==> config.mk <==
export PLATFORM = sky130hd
export DESIGN_NAME = monolith_axis_ip_slave_sif
export DESIGN_NICKNAME = d
export VERILOG_FILES = /design/src/rtl/monolith_sif_pkg.sv /design/src/rtl/monolith_chunk_buffer.sv /design/src/rtl/monolith_axis_ip_slave_sif.sv
export SDC_FILE = /design/constraint.sdc
export NUM_CORES = 1
export LEC_CHECK = 0
export BUFFER_PORTS_ARGS = -buffer_cell sky130_fd_sc_hd__buf_2
export CAP_MARGIN = 20
export CELL_PAD_IN_SITES_DETAIL_PLACEMENT = 0
export CELL_PAD_IN_SITES_GLOBAL_PLACEMENT = 1
export CORE_MARGIN = 10
export CORE_UTILIZATION = 34
export CTS_CLUSTER_SIZE = 12
export DETAILED_ROUTE_END_ITERATION = 16
export PLACE_DENSITY = 0.59
export SLEW_MARGIN = 20
export SYNTH_ARGS = -nofsm -noshare
export SYNTH_HDL_FRONTEND = slang
export SYNTH_SLANG_ARGS = --single-unit
==> constraint.sdc <==
create_clock -name S_AXIS_ACLK -period 7.8 [get_ports S_AXIS_ACLK]
set_clock_uncertainty 0.2 [all_clocks]
set_input_delay 1.17 -clock S_AXIS_ACLK [delete_from_list [all_inputs] [get_ports S_AXIS_ACLK]]
set_output_delay 1.17 -clock S_AXIS_ACLK [all_outputs]
set_load 0.05 [all_outputs]
==> src/rtl/monolith_sif_pkg.sv <==
// Shared types and defaults for the Monolith AXI4-Stream slave front end.
// Build option: MONOLITH_SIF_TLAST_PAD_EN (TLAST closes a chunk early, tail words read as zero).
package monolith_sif_pkg;

  localparam int DEF_CHUNK_SIZE  = 16;
  localparam int DEF_CHUNK_COUNT = 2;
  localparam int DEF_DATA_W      = 32;

  typedef enum logic [1:0] {
    IDLE,
    FILL,
    FULL
  } wr_state_e;

  // chunk_len must hold 1..size inclusive
  function automatic int chunk_len_w(input int size);
    return $clog2(size + 1);
  endfunction

endpackage

==> src/rtl/monolith_chunk_buffer.sv <==
// Chunk storage: word array plus per-slot len/last flags, with a combinational read of one slot.
// Build option: MONOLITH_SIF_TLAST_PAD_EN zeroes words at index >= len on the read side.
module monolith_chunk_buffer
  import monolith_sif_pkg::*;
#(
  parameter int CHUNK_SIZE  = DEF_CHUNK_SIZE,
  parameter int CHUNK_COUNT = DEF_CHUNK_COUNT,
  parameter int DATA_W      = DEF_DATA_W,
  localparam int WORD_W     = $clog2(CHUNK_SIZE),
  localparam int SLOT_W     = $clog2(CHUNK_COUNT),
  localparam int LEN_W      = chunk_len_w(CHUNK_SIZE)
) (
  input  logic              clk,
  input  logic              wr_en,
  input  logic [SLOT_W-1:0] wr_chunk,
  input  logic [WORD_W-1:0] wr_word,
  input  logic [DATA_W-1:0] wr_data,
  input  logic              close_en,
  input  logic [LEN_W-1:0]  close_len,
  input  logic              close_last,
  input  logic [SLOT_W-1:0] rd_chunk,
  output logic [DATA_W-1:0] rd_words [CHUNK_SIZE],
  output logic [LEN_W-1:0]  rd_len,
  output logic              rd_last
);

  logic [DATA_W-1:0] mem       [CHUNK_COUNT][CHUNK_SIZE];
  logic [LEN_W-1:0]  slot_len  [CHUNK_COUNT];
  logic              slot_last [CHUNK_COUNT];

  // Storage is deliberately not reset; the top qualifies everything with its occupancy count.
  always_ff @(posedge clk) begin
    if (wr_en) mem[wr_chunk][wr_word] <= wr_data;
    if (close_en) begin
      slot_len[wr_chunk]  <= close_len;
      slot_last[wr_chunk] <= close_last;
    end
  end

  assign rd_len  = slot_len[rd_chunk];
  assign rd_last = slot_last[rd_chunk];

  for (genvar i = 0; i < CHUNK_SIZE; i++) begin : g_rd
`ifdef MONOLITH_SIF_TLAST_PAD_EN
    // Stale words from an earlier, longer chunk are masked so a short chunk reads zero-padded.
    assign rd_words[i] = (LEN_W'(i) < rd_len) ? mem[rd_chunk][i] : '0;
`else
    assign rd_words[i] = mem[rd_chunk][i];
`endif
  end

endmodule

==> src/rtl/monolith_axis_ip_slave_sif.sv <==
// AXI4-Stream slave that packs 32-bit words into chunks and presents them in parallel to the core.
// Build option: MONOLITH_SIF_TLAST_PAD_EN lets TLAST close a chunk early with a short chunk_len.
module monolith_axis_ip_slave_sif
  import monolith_sif_pkg::*;
#(
  parameter int FIFO_CHUNK_SIZE      = DEF_CHUNK_SIZE,
  parameter int FIFO_CHUNK_COUNT     = DEF_CHUNK_COUNT,
  parameter int C_S_AXIS_TDATA_WIDTH = DEF_DATA_W
) (
  input  logic                              S_AXIS_ACLK,
  input  logic                              S_AXIS_ARESETN,
  input  logic                              S_AXIS_TVALID,
  input  logic [C_S_AXIS_TDATA_WIDTH-1:0]   S_AXIS_TDATA,
  input  logic [C_S_AXIS_TDATA_WIDTH/8-1:0] S_AXIS_TSTRB,
  input  logic                              S_AXIS_TLAST,
  output logic                              S_AXIS_TREADY,
  output logic [C_S_AXIS_TDATA_WIDTH-1:0]   chunk_out [FIFO_CHUNK_SIZE],
  output logic                              chunk_valid,
  input  logic                              chunk_ready,
  output logic                              chunk_last,
  output logic [chunk_len_w(FIFO_CHUNK_SIZE)-1:0] chunk_len
);

  localparam int WORD_W = $clog2(FIFO_CHUNK_SIZE);
  localparam int SLOT_W = $clog2(FIFO_CHUNK_COUNT);
  localparam int USED_W = $clog2(FIFO_CHUNK_COUNT + 1);
  localparam int LEN_W  = chunk_len_w(FIFO_CHUNK_SIZE);

  logic [WORD_W-1:0] wr_word;
  logic [SLOT_W-1:0] wr_chunk, rd_chunk;
  logic [USED_W-1:0] used, used_nxt;
  logic              last_acc;
  wr_state_e         state, state_nxt;

  logic              accept, close_en, pop, pad_close;
  logic [LEN_W-1:0]  close_len, rd_len;
  logic              rd_last;
  logic              unused_strb;

  assign unused_strb = ^S_AXIS_TSTRB;

`ifdef MONOLITH_SIF_TLAST_PAD_EN
  assign pad_close = S_AXIS_TLAST;
  assign close_len = LEN_W'(wr_word) + LEN_W'(1);
`else
  assign pad_close = 1'b0;
  assign close_len = LEN_W'(FIFO_CHUNK_SIZE);
`endif

  // TREADY comes from state only; gating with reset keeps it low while reset is held.
  assign S_AXIS_TREADY = S_AXIS_ARESETN && (state != FULL);
  assign chunk_valid   = (used != '0);
  assign chunk_len     = chunk_valid ? rd_len : '0;
  assign chunk_last    = chunk_valid && rd_last;

  assign accept   = S_AXIS_TVALID && S_AXIS_TREADY;
  assign close_en = accept && ((wr_word == WORD_W'(FIFO_CHUNK_SIZE - 1)) || pad_close);
  assign pop      = chunk_valid && chunk_ready;

  always_comb begin
    used_nxt = used;
    case ({close_en, pop})
      2'b10:   used_nxt = used + USED_W'(1);
      2'b01:   used_nxt = used - USED_W'(1);
      default: used_nxt = used;
    endcase
  end

  always_comb begin
    state_nxt = state;
    case (state)
      IDLE, FILL: begin
        if (close_en)    state_nxt = (used_nxt == USED_W'(FIFO_CHUNK_COUNT)) ? FULL : IDLE;
        else if (accept) state_nxt = FILL;
      end
      FULL:    if (pop) state_nxt = IDLE;
      default: state_nxt = IDLE;
    endcase
  end

  always_ff @(posedge S_AXIS_ACLK or negedge S_AXIS_ARESETN) begin
    if (!S_AXIS_ARESETN) begin
      state    <= IDLE;
      used     <= '0;
      wr_word  <= '0;
      wr_chunk <= '0;
      rd_chunk <= '0;
      last_acc <= 1'b0;
    end else begin
      state <= state_nxt;
      used  <= used_nxt;
      if (accept) begin
        if (close_en) begin
          wr_word  <= '0;
          wr_chunk <= wr_chunk + SLOT_W'(1);
          last_acc <= 1'b0;
        end else begin
          wr_word  <= wr_word + WORD_W'(1);
          last_acc <= last_acc | S_AXIS_TLAST;
        end
      end
      if (pop) rd_chunk <= rd_chunk + SLOT_W'(1);
    end
  end

  monolith_chunk_buffer #(
    .CHUNK_SIZE (FIFO_CHUNK_SIZE),
    .CHUNK_COUNT(FIFO_CHUNK_COUNT),
    .DATA_W     (C_S_AXIS_TDATA_WIDTH)
  ) u_buf (
    .clk       (S_AXIS_ACLK),
    .wr_en     (accept),
    .wr_chunk  (wr_chunk),
    .wr_word   (wr_word),
    .wr_data   (S_AXIS_TDATA),
    .close_en  (close_en),
    .close_len (close_len),
    .close_last(last_acc | S_AXIS_TLAST),
    .rd_chunk  (rd_chunk),
    .rd_words  (chunk_out),
    .rd_len    (rd_len),
    .rd_last   (rd_last)
  );

endmodule
# Yosys cells after proc, flatten, opt, wreduce, memory -nomap -nowiden
# Memory sizes are Yosys's and may differ from the RTL's.
# Cells that the tools add are included.
word_totals:
  regBits: 11
  mem_bits_rw: 1026
  output_inout_bits: 520
  n_memories: 2
mem_list:
  columns: ["memory", "words", "word_bits", "read_ports", "rd_clocked_by_memory_dff", "wr", "line_no", "source"]
  rows:
  - ["u_buf.mem", 2, 512, 1, 0, 1, "monolith_chunk_buffer.sv:27", "logic [DATA_W-1:0] mem [CHUNK_COUNT][CHUNK_SIZE];"]
  - ["u_buf.slot_last", 2, 1, 1, 0, 1, "monolith_chunk_buffer.sv:29", "logic slot_last [CHUNK_COUNT];"]
op_classes:
  add_sub_neg: 5
  n_lt_le_gt_ge: 2
  eq_ne: 9
  muxes: 15
  bitwise: 2
  n_reduce_logical: 11
ops:
  columns: ["cell", "count"]
  rows:
  - ["$mux 512", 1]
  - ["$demux 32 s4", 1]
  - ["$mux 32", 1]
  - ["$mux 2", 4]
  - ["$pmux 2 s2", 2]
  - ["$eq 2x2->1 const B", 3]
  - ["$logic_and 1x1->1", 6]
  - ["$ge 5x5->1 const B", 1]
  - ["$lt 5x1->1 const B", 1]
  - ["$mux 5", 1]
  - ["$not 4->5", 1]
  - ["$add 4x1->4 const B", 1]
  - ["$eq 2x1->1 const B", 2]
  - ["$eq 4x4->1 const B", 1]
  - ["$mux 1", 4]
  - ["$mux 4", 1]
  - ["$ne 2x2->1 const B", 2]
  - ["$reduce_and 2->1", 2]
  - ["$ne 3x3->1 const B", 1]
  - ["$add 1x1->1 const B", 2]
  - ["$add 2x1->2 const B", 1]
  - ["$logic_not 2->1", 1]
  - ["$reduce_bool 2->1", 1]
  - ["$reduce_or 2->1", 1]
  - ["other kinds (2)", 2]

# Longest topological paths before layout
# Gate-level depths: netlist of the first run.
depth:
  ltp_word: 10
  ltp_mapped: 7
  mapped_depth_nobuf: 7

# Modules after synthesis
# From an unflattened synthesis of the first run, not the netlist that was laid out.
hier_totals:
  hier_cells: 1720
  area_unflattened_um2: 38521.9
modules_own_cells:
  columns: ["mod", "n_inst", "cells_per_inst", "area_per_inst_um2"]
  rows:
  - ["monolith_chunk_buffer", 1, 1664, 37965.2]
  - ["monolith_axis_ip_slave_sif", 1, 56, 556.8]

# Worst setup path before layout of the first run
# OpenSTA, ideal clock, no wires.
synth_path:
  path_type: "input-to-reg"
  start: "in S_AXIS_TVALID"
  end: "mem u_buf.mem[1][288] (netlist bit), enable pin"
  arrival_time_ns: 3.045
  t_required_ns: 7.179
  path_slack_ns: 4.133
  cell_stages: 4
  cell_sequence: "and2_1 buf_4 nand3_1 nor2_1"
synth_between:
  elab_chain_len: 3
synth_rtl:
  columns: ["element", "line_no", "source"]
  rows:
  - ["start: declaration", "monolith_axis_ip_slave_sif.sv:12", "input logic S_AXIS_TVALID,"]
  - ["$logic_and 1x1->1", "monolith_axis_ip_slave_sif.sv:56", "assign accept = S_AXIS_TVALID && S_AXIS_TREADY;"]
  - ["$mux 1", "monolith_chunk_buffer.sv:33", "if (wr_en) mem[wr_chunk][wr_word] <= wr_data;"]
  - ["$mux 512 (implied by the code)", "monolith_chunk_buffer.sv:33", null]
  - ["end: declaration", "monolith_chunk_buffer.sv:27", null]
# No other way between the ends.

==> impl_results.md, run 1 <==
* Status: completed
* Antenna violations before repair at 12
* Clock slew seen by the registers of the worst setup and hold paths at 60 ps
* CP max stage delay at around 1100 ps
* Max stage delay cell, worst path: dfrtp_4
* Flop pwr share at 0.557
* Most frequent cells in the layout: edfxtp_1 (1,026), buf_2 (551), mux2_4 (458)
* Post-synth top flop: edfxtp_1
* FF+latch count, synth at 1,037
* Distinct cell type count after synthesis at 36
* CP Buf/Inv Count at 2
* Clock power share at 0.428
* Cell Int Power at 8.75 mW
* Total power per unit cell area at 230 nW/um2
* Input/output buffers at about 550
* Htree depth at 3
* Final nets at 2,380
* Post-synthesis simple-gate area fraction at 0.00747
* DIE WIDTH at 362 um
* Total negative slack at 0 ps
* Post-layout min period at 4740 ps
* Switch share at 0.204
* Area of the core at between 100,000 and 150,000 um2
* Unrepaired setup endpoints after global routing: no
* Commonest non-fill, non-tap cell in the layout: edfxtp_1
* Vias per inst at 4.65
* Startpoint types: flop
* Max Freq at 211 MHz
* Initial DRC count at roughly 1,400
* Yosys warning total at 0
* Leakage at 16.8 nW
* Clk Latency, worst-skew pair at 680 ps
* Compound-Gate Fraction of Synth Area at 0.00141
* Drc violations at 0
* HP Class: primary input to asynchronous set/reset pin
* GPL Wtd Cong at 0.746
* # setup viols final at 0
* Post-Route WL at between 100 and 150 mm
* Top Ports at roughly 560
* Post-CTS setup buffer count at 0
* CP top delay family: flip-flops
* Pre-antenna DRT Iters at 5
* Cell Area, Synth at approximately 40,000 um2
* Root Buffer: clkbuf_16
* Hold slack at 176 ps
* Post-synthesis mux area share at 0.188
* Clock tree buffer depth at 3
* CP Capture Type: primary output
* Syn Area/Cell at 23.4 um2
* Net Sw Power at 2.24 mW
* Global-route wire length before repair at 151 mm
* Post-synth EDFFs at ~1,000
* Max-cap violations at 0
* Worst Path Arrival at 3370 ps
* FP Rows at 125
* Sequential share of the synthesized area at 0.779
* Slew Viols, Final at 0
* Synth Area in Adders at 0.00157
* Slew at the pin closest to its max-slew limit at between 1000 and 1500 ps
* Via count at 18,300
* Num CTS Buffers at 108
* Final Cycle Share at 0.608
* CTS tree: built
* XOR/XNOR Fraction of Synth Area at 0.00154
* Die height at 362 um
* Logic pwr share at 0.015
* Hold Buf Count CTS at 0
* Peak supply drop at 0.174 mV
* Vias in the first global route at 19,200
* Crit Path Max Fanout at about 130
* Total power at approximately 11 mW
* Die area at approximately 130,000 um2
* Final Util at 0.410
* Clock sinks at a little over 1,000
* GRT overflow at 0
* Synth async-reset ratio at 0.0106
* Crit-path cells: buf_12 -> mux2_4 -> buf_2
* CTS-repair resized insts at 0
* Routed len/inst at about 28 um
* Final Hold Vio Count at 0
* Total GRT Usage at 0.162
* Filler cells at 10,400
* Largest net degree at the start of global routing at ~130
* Layout cells sized above 1 at 0.528
* Synthesized instance count at around 1,700
* Layout area overhead at 19.6%
* Placed Instance Area at 44,200 um2
* DP HPWL at 67.1 mm
* CP required at 6430 ps
* WS Path Type: flop to primary output
* Max-slew headroom at 0.179
* Routed Antenna Nets at 0
* Initial Util at 0.343
* Final design area excluding fillers at 47,700 um2
* Main combinational cell family by area after synthesis: multiplexers
registers in the layout (all words and copies together), names as in the netlist:
name             cells
last_acc             1
u_buf.slot_last      2
wr_chunk             1
wr_word              4
u_buf.mem         1024
used                 2
state                2
rd_chunk             1
kinds of logic (layout without fill, tap and decap cells):
kind of cell	Yosys count	after routing
compound gates	8	8
xor+xnor	7	7
fa+ha+maj	5	5
buf+inv	71	770
flops	1037	1037
mux	515	515
other cells	1	17
simple gates	60	60
area by class of cell:
type,instances,area (um2),area share
Multi-Input combinational cell,599,8240,0.173
Clock buffer,126,2770,0.0581
Inverter,4,15.0,0.000315
Tap cell,1524,1910,0.0400
Clock inverter,56,404,0.00847
Sequential cell,1037,31100,0.652
Timing Repair Buffer,584,3240,0.0679
Antenna cell,13,32.5,0.000682
metrics by stage:
stage | instances | setup WS (ps)
2_1_floorplan | 1707 | 4130
3_3_place_gp | 3736 | 3740
3_5_place_dp | 3738 | 3640
4_1_cts | 3920 | 3030
5_1_grt | 3930 | 2930
6_report | 3943 | 3060
synth_stat cells, types with 2 or more instances:
library cell / n / share of area
mux2_4: 458 / 0.17
buf_12: 2 / 0.0010
buf_4: 7 / 0.0013
or3b_1: 2 / 0.00044
nand2_1: 3 / 0.00028
nand3_1: 3 / 0.00038
nor2_1: 36 / 0.0034
nand3_2: 2 / 0.00050
buf_8: 24 / 0.0090
inv_1: 4 / 0.00038
xnor2_1: 5 / 0.0011
and2_1: 3 / 0.00047
dfrtp_1: 11 / 0.0069
ha_1: 5 / 0.0016
buf_2: 7 / 0.00088
a31oi_1: 3 / 0.00047
nand4_1: 2 / 0.00031
edfxtp_1: 1026 / 0.77
buf_6: 26 / 0.0073
nand3b_1: 3 / 0.00056
xor2_1: 2 / 0.00044
mux2_2: 56 / 0.016
power by group through the flow:
stage               sequential [mW]  clock, mW  combinational (mW)
floorplan                      6.24          0             0.00714
global placement               6.24          0               0.162
detailed placement             6.24          0               0.169
CTS                            6.12       4.84               0.169
global route                   6.12       5.05               0.171
finish                         6.12       4.70               0.160
per-layer routing:
metal | routed length, um | up-vias | track usage
met5 | 27 | - | 0
met4 | 2790 | 4 | 0.0421
met3 | 9280 | 143 | 0.0516
met2 | 54300 | 638 | 0.274
met1 | 44000 | 9510 | 0.201
li1 | - | 8033 | -
worst paths after layout:
| path | from | endpoint | slack (ps) | depth (start not counted) |
|---|---|---|---|---|
| worst max register to register | wr_word[0]$_DFFE_PN0N_ | u_buf.mem[1][124]$_DFFE_PP_ | 4920 | 6 |
| worst max-delay path | rd_chunk$_DFFE_PN0P_ | chunk_out[359] | 3060 | 3 |
| min in group S_AXIS_ACLK | state[1]$_DFFE_PN0P_ | state[0]$_DFFE_PN0P_ | 290 | 1 |
| worst min-delay path | S_AXIS_ARESETN | rd_chunk$_DFFE_PN0P_ | 180 | 1 |
| worst min register to register | state[1]$_DFFE_PN0P_ | state[0]$_DFFE_PN0P_ | 290 | 1 |
| max in group asynchronous | S_AXIS_ARESETN | rd_chunk$_DFFE_PN0P_ | 6960 | 1 |
No activity file was read; power rests on OpenSTA's default activity.
==> run 2: changes to the inputs <==
--- a/config.mk
+++ b/config.mk
@@ -13,7 +13,7 @@
 export CORE_UTILIZATION = 34
 export CTS_CLUSTER_SIZE = 12
 export DETAILED_ROUTE_END_ITERATION = 16
-export PLACE_DENSITY = 0.59
+export PLACE_DENSITY = 0.61
 export SLEW_MARGIN = 20
 export SYNTH_ARGS = -nofsm -noshare
 export SYNTH_HDL_FRONTEND = slang
==> constraint.sdc (replaced) <==
create_clock -name S_AXIS_ACLK -period 4.2 [get_ports S_AXIS_ACLK]
set_clock_uncertainty 0.2 [all_clocks]
set_input_delay 0.63 -clock S_AXIS_ACLK [delete_from_list [all_inputs] [get_ports S_AXIS_ACLK]]
set_output_delay 0.63 -clock S_AXIS_ACLK [all_outputs]
set_load 0.05 [all_outputs]
==> run 2 against run 1 <==
Sequential cell count unchanged. Highest routed layer is now met4. Wire length up 1.1%. Combinational power up 90%. Critical path depth unchanged. Utilization up 0.14 points. Die area unchanged. First-iteration DRC count up 3.3%. Final cell count up 0.56%.
==> impl_results.md, run 2 (synthesis gave the netlist of run 1 again) <==
* Most frequent cells in the layout: edfxtp_1 (1,026), buf_2 (549), mux2_4 (458)
* Final nets at 2,401 (+0.88%)
* Flip-flop and latch area at 31,100 um2 (unchanged)
* Input/output buffers at 552 (unchanged)
* Unrepaired setup endpoints after global routing: no
* Die height at 362 um (unchanged)
* Htree depth at 3 (unchanged)
* Final Hold Vio Count at 0 (unchanged)
* Final design area excluding fillers at 47,900 um2 (+0.34%)
* Die area at 131,000 um2 (unchanged)
* Setup WS post-layout at 672 ps (-2390 ps)
* Net Sw Power at 4.10 mW (+83%)
* Vias in the first global route at 19,400 (+1.3%)
* Initial DRC count at 1,436 (+3.3%)
* Total GRT Usage at 0.165 (+0.00296)
* Flop pwr share at 0.554 (-0.003)
* Commonest non-fill, non-tap cell in the layout: edfxtp_1
* Status: completed
* Total power per unit cell area at 429 nW/um2 (+86%)
* Routed len/inst at 28.2 um (+0.58%)
* Num CTS Buffers at 111 (+2.8%)
* Antenna violations before repair at 15 (+3)
* Switch share at 0.200 (-0.00370)
* Pre-antenna DRT Iters at 5 (unchanged)
* GRT overflow at 0 (unchanged)
* Max FFs per register at 1,024 (unchanged)
* Max-slew headroom at 0.261 (+0.0818)
* Largest registers: u_buf.mem: 1024 flops, wr_word: 4 flops
* Worst r2r dst: u_buf.mem[0][502]$_DFFE_PP_
* Worst hold path depth at 1
* Layout cells sized above 1 at 0.533 (+0.00499)
* Filler cells at 10,300 (-0.087%)
* Max Freq at 283 MHz
* Most flop-heavy register: u_buf.mem
* Clock slew seen by the registers of the worst setup and hold paths at 60 ps (about the same)
* CTS-repair resized insts at 0 (unchanged)
* Startpoint types: flop
* Peak supply drop at 0.339 mV (+95%)
* Worst Path Arrival at 2700 ps (-670 ps)
* Via count at 18,300 (+0.11%)
* CTS tree: built
* FP Rows at 125 (unchanged)
* Total negative slack at 0 ps (unchanged)
* Max-cap violations at 0 (unchanged)
* # setup viols final at 0 (unchanged)
* Routed Antenna Nets at 0 (unchanged)
* Vias per inst at 4.63 (-0.44%)
* Dpl ws at 905 ps (-2740 ps)
* Clk Latency, worst-skew pair at 680 ps (about the same)
* Slew at the pin closest to its max-slew limit at 1110 ps (-123 ps)
* Leakage at 16.9 nW (+0.72%)
* Clock power share at 0.431 (+0.003)
* Clock sinks at 1,037 (unchanged)
* R2R Setup Slk at 1570 ps (-3350 ps)
* Initial Util at 0.343 (unchanged)
* Final Cycle Share at 0.840
* Layout area overhead at 20.0%
* Post-Route WL at 112 mm (+1.1%)
* GPL Wtd Cong at 0.745 (-0.15%)
* Clock tree buffer depth at 3 (unchanged)
* HP Class: primary input to flop
* Slew Viols, Final at 0 (unchanged)
* Post-layout min period at between 3000 and 4000 ps
* CP required at 3370 ps (-3060 ps)
* Logic pwr share at 0.015 (about the same)
* Top Ports at 561 (unchanged)
* Multi-input gate area at 8250 um2 (+0.12%)
* DP HPWL at 68.7 mm (+2.3%)
* Global-route wire length before repair at 153 mm (+1.8%)
* Placed Instance Area at 44,500 um2 (+0.56%)
* Cell Int Power at 16.4 mW (+88%)
* Largest net degree at the start of global routing at 111 (-13%)
* Hold path start: S_AXIS_TDATA[1]
* DIE WIDTH at 362 um (unchanged)
* CP Capture Type: primary output
* FF-to-FF Start: wr_word[2]$_DFFE_PN0N_
* Hold endpoint: u_buf.mem[0][129]$_DFFE_PP_
* Root Buffer: clkbuf_16
* Drc violations at 0 (unchanged)
* WS Path Type: flop to primary output
* R2r worst-path depth at 3 (-3)
* Area of the core at 116,000 um2 (unchanged)
* Crit Path Max Fanout at 110 (-13%)
-- run 2: timing repair --
item | 4_1_cts | 5_1_grt
hold buffers | 2 | 0
setup buffers | 0 | 0
hold endpoints to repair | 14 | 0
-- run 2: cell type report --
| class | count | area share |
|---|---|---|
| multi-input cells | 599 | 0.172 |
| clock inverters | 52 | 0.00703 |
| well taps | 1524 | 0.0398 |
| repair buffers | 602 | 0.0692 |
| clock buffers | 142 | 0.0614 |
| inverters | 4 | 0.000314 |
| flip-flops and latches | 1037 | 0.650 |
| diodes | 5 | 0.000261 |
-- run 2: routing by layer --
metal	wire length (um)	track usage
met1	42800	0.197
met2	56300	0.283
met3	9640	0.0528
met4	2960	0.0512
met5	0	0
-- run 2: power by group through the flow --
| stage | Clock (mW) | Sequential (mW) | Combinational, mW |
|---|---|---|---|
| CTS | 9.15 | 11.4 | 0.321 |
| global route | 9.54 | 11.4 | 0.328 |
| finish | 8.84 | 11.4 | 0.304 |
| floorplan | 0 | 11.6 | 0.0133 |
| detailed placement | 0 | 11.6 | 0.318 |
| global placement | 0 | 11.6 | 0.307 |
-- run 2: critical path, cell delays in order (launching register included) --
cell	delay, ps
dfrtp_4	660
buf_12	680
mux2_4	360
buf_2	210
-- run 2: stage by stage --
step	utilization	std cells	hold WS, ps	power, mW
6_report	0.411	3965	258	20.5
5_1_grt	0.411	3960	242	21.2
4_1_cts	0.411	3957	186	20.8
3_5_place_dp	0.382	3761	276	11.9
3_3_place_gp	0.382	3761	274	11.9
2_1_floorplan	-	1707	134	11.6
-- run 2: how the worst max path moves through the flow --
stage                                    start                     endpoint  depth (start not counted)
after CTS                 rd_chunk$_DFFE_PN0P_               chunk_out[397]                          3
final                     rd_chunk$_DFFE_PN0P_               chunk_out[241]                          3
after global routing      rd_chunk$_DFFE_PN0P_               chunk_out[346]                          3
after floorplan                  S_AXIS_TVALID  u_buf.mem[1][288]$_DFFE_PP_                          4
after global placement          S_AXIS_ARESETN  u_buf.mem[1][208]$_DFFE_PP_                          6
after detailed placement        S_AXIS_ARESETN  u_buf.mem[1][212]$_DFFE_PP_                          6
==> run 3: changes to the inputs <==
--- a/config.mk
+++ b/config.mk
@@ -13,7 +13,7 @@
 export CORE_UTILIZATION = 34
 export CTS_CLUSTER_SIZE = 12
 export DETAILED_ROUTE_END_ITERATION = 16
-export PLACE_DENSITY = 0.61
+export PLACE_DENSITY = 0.59
 export SLEW_MARGIN = 20
 export SYNTH_ARGS = -nofsm -noshare
 export SYNTH_HDL_FRONTEND = slang
==> constraint.sdc (replaced) <==
create_clock -name S_AXIS_ACLK -period 3.55 [get_ports S_AXIS_ACLK]
set_clock_uncertainty 0.2 [all_clocks]
set_input_delay 0.5325 -clock S_AXIS_ACLK [delete_from_list [all_inputs] [get_ports S_AXIS_ACLK]]
set_output_delay 0.5325 -clock S_AXIS_ACLK [all_outputs]
set_load 0.05 [all_outputs]
==> run 3 against run 2 <==
Via count is 1.7% higher. Final cell count is 0.66% higher. Utilization is 0.12 points higher. Worst setup slack worse by 490 ps. Global-route usage is 0.18 points higher.
==> impl_results.md, run 3 (synthesis gave the netlist of run 1 again) <==
* CP required at 2820 ps (-550 ps)
* FP Rows at 125 (unchanged)
* CTS-repair resized insts at 0 (unchanged)
* Max stage delay cell, worst path: dfrtp_4
* # setup viols final at 0 (unchanged)
* Final Cycle Share at 0.950
* Clk Latency, worst-skew pair at 690 ps (about the same)
* CP Capture Type: primary output
* Die height at 362 um (unchanged)
* FF-to-FF Start: wr_chunk$_DFFE_PN0P_
* Vias in the first global route at 19,900 (+2.3%)
* Htree depth at 3 (unchanged)
* Die area at 131,000 um2 (unchanged)
* Worst r2r dst: u_buf.mem[1][470]$_DFFE_PP_
* Final nets at 2,412 (+0.46%)
* Largest net degree at the start of global routing at 76 (-32%)
* Root Buffer: clkbuf_16
* GRT overflow at 0 (unchanged)
* Total power per unit cell area at 508 nW/um2 (+18%)
* Net Sw Power at 4.90 mW (+20%)
* Vias per inst at 4.67 (+1.0%)
* Drc violations at 0 (unchanged)
* Via count at 18,700 (+1.7%)
* CP max stage delay at 530 ps (-150 ps)
* Antenna violations before repair at 13 (-2)
* Pre-antenna DRT Iters at 5 (unchanged)
* Top Ports at 561 (unchanged)
* Layout area overhead at 20.3%
* Most flop-heavy register: u_buf.mem
* Layout cells sized above 1 at 0.532 (-0.000596)
* Switch share at 0.201 (+0.00136)
* Crit Path Max Fanout at 34 (-69%)
* Worst Path Arrival at 2640 ps (-60 ps)
* R2R Setup Slk at 1130 ps (-440 ps)
* Clock tree buffer depth at 3 (unchanged)
* Cell Int Power at 19.5 mW (+19%)
* Crit-path cells: buf_12 -> buf_4 -> mux2_4 -> buf_2
* Input/output buffers at 552 (unchanged)
* Hold path start: chunk_ready
* Startpoint types: flop
* Peak supply drop at 0.550 mV (+62%)
* Leakage at 17.0 nW (+0.37%)
* Area of the core at 116,000 um2 (unchanged)
* Clock sinks at 1,037 (unchanged)
* Initial DRC count at 1,404 (-2.2%)
* CP top delay family: buffers and inverters
* Post-CTS setup buffer count at 0 (unchanged)
* Max-slew headroom at 0.237 (-0.0235)
* Status: completed
* Routed len/inst at 28.3 um (+0.33%)
* GPL Wtd Cong at 0.742 (-0.36%)
* Max Freq at 297 MHz
* Commonest non-fill, non-tap cell in the layout: edfxtp_1
* Clock power share at 0.433 (+0.002)
* R2r worst-path depth at 3 (unchanged)
* Max-cap violations at 0 (unchanged)
* Worst hold path depth at 3 (+2)
* CP Buf/Inv Count at 3 (+1)
* Setup WS post-layout at 178 ps (-495 ps)
* Largest registers: u_buf.mem: 1024 flops, wr_word: 4 flops
* HP Class: primary input to flop
* Dpl ws at 748 ps (-157 ps)
* Total negative slack at 0 ps (unchanged)
* Total power at 24.4 mW (+19%)
* Global-route wire length before repair at 155 mm (+0.94%)
* Final Hold Vio Count at 0 (unchanged)
* Max FFs per register at 1,024 (unchanged)
* Num CTS Buffers at 110 (-0.90%)
* Hold endpoint: rd_chunk$_DFFE_PN0P_
* Flop pwr share at 0.552 (-0.002)
* DP HPWL at 68.9 mm (+0.27%)
* WS Path Type: flop to primary output
* DIE WIDTH at 362 um (unchanged)
* CTS tree: built
* Most frequent cells in the layout: edfxtp_1 (1,026), buf_2 (551), mux2_4 (458)
* Clock slew seen by the registers of the worst setup and hold paths at 60 ps (about the same)
* Slew at the pin closest to its max-slew limit at 1140 ps (+35.2 ps)
* Routed Antenna Nets at 0 (unchanged)
* Post-Route WL at 113 mm (+0.99%)
* Post-layout min period at between 3000 and 4000 ps
* Unrepaired setup endpoints after global routing: no
* Slew Viols, Final at 0 (unchanged)
* Initial Util at 0.343 (unchanged)
* Total GRT Usage at 0.167 (+0.00180)
* Logic pwr share at 0.015 (about the same)
run 3: cell types whose count changed in the layout (fill, tap and decap cells not counted), sizes merged:
cell      before  now
inv           11    7
clkbuf       142  146
buf          600  612
diode          5   17
clkinv        37   40
clkinvlp       6    5
run 3: layer usage:
layer	vias to the layer above	GRT usage	wire [um]	share of wire
li1	8100	-	-	-
met1	9732	0.201	44000	0.39
met2	658	0.283	55600	0.49
met3	159	0.0576	10000	0.089
met4	6	0.0472	3160	0.028
met5	-	0	36	0.00032
run 3: final cells by class:
type	instances	area (um2)
Clock inverter	50	318
Timing Repair Buffer	614	3410
Antenna cell	17	42.5
Multi-Input combinational cell	599	8240
Tap cell	1524	1910
Sequential cell	1037	31100
Fill cell	10400	68400
Inverter	4	15.0
Clock buffer	146	2970
run 3: timing repair:
action,4_1_cts,5_1_grt
endpoints found under the setup margin,0,0
hold buffers,2,0
endpoints found under the hold margin,14,0
run 3: worst max-delay path by stage:
stage / startpoint / depth (start not counted) / endpoint
floorplan: S_AXIS_TVALID / 4 / u_buf.mem[1][288]$_DFFE_PP_
global placement: S_AXIS_TVALID / 5 / u_buf.mem[1][26]$_DFFE_PP_
detailed placement: S_AXIS_ARESETN / 5 / u_buf.mem[1][27]$_DFFE_PP_
CTS: rd_chunk$_DFFE_PN0P_ / 4 / chunk_out[108]
global route: rd_chunk$_DFFE_PN0P_ / 4 / chunk_out[152]
finish: rd_chunk$_DFFE_PN0P_ / 4 / chunk_out[140]
run 3: power groups by stage:
stage	clock, mW	combinational [mW]	sequential [mW]
floorplan	0	0.0157	13.7
global placement	0	0.368	13.7
finish	10.5	0.364	13.5
detailed placement	0	0.381	13.7
CTS	10.9	0.384	13.5
global route	11.3	0.389	13.4
run 3: per-stage QoR:
step / std cells / cell area (um2) / hold slack (ps) / util
after detailed placement: 3776 / 44600 / 276 / 0.384
after global placement: 3776 / 44600 / 262 / 0.384
after CTS: 3974 / 47900 / 25.1 / 0.412
final: 3991 / 48000 / 90.3 / 0.412
after global routing: 3974 / 48000 / 68.8 / 0.412
after floorplan: 1707 / 39900 / 36.9 / -
run 3: worst reg2reg max path, cell delays in order (launching register included):
cell and delay, ps:
dfrtp_1 590, nand2_1 410, nor2_4 630, buf_12 260
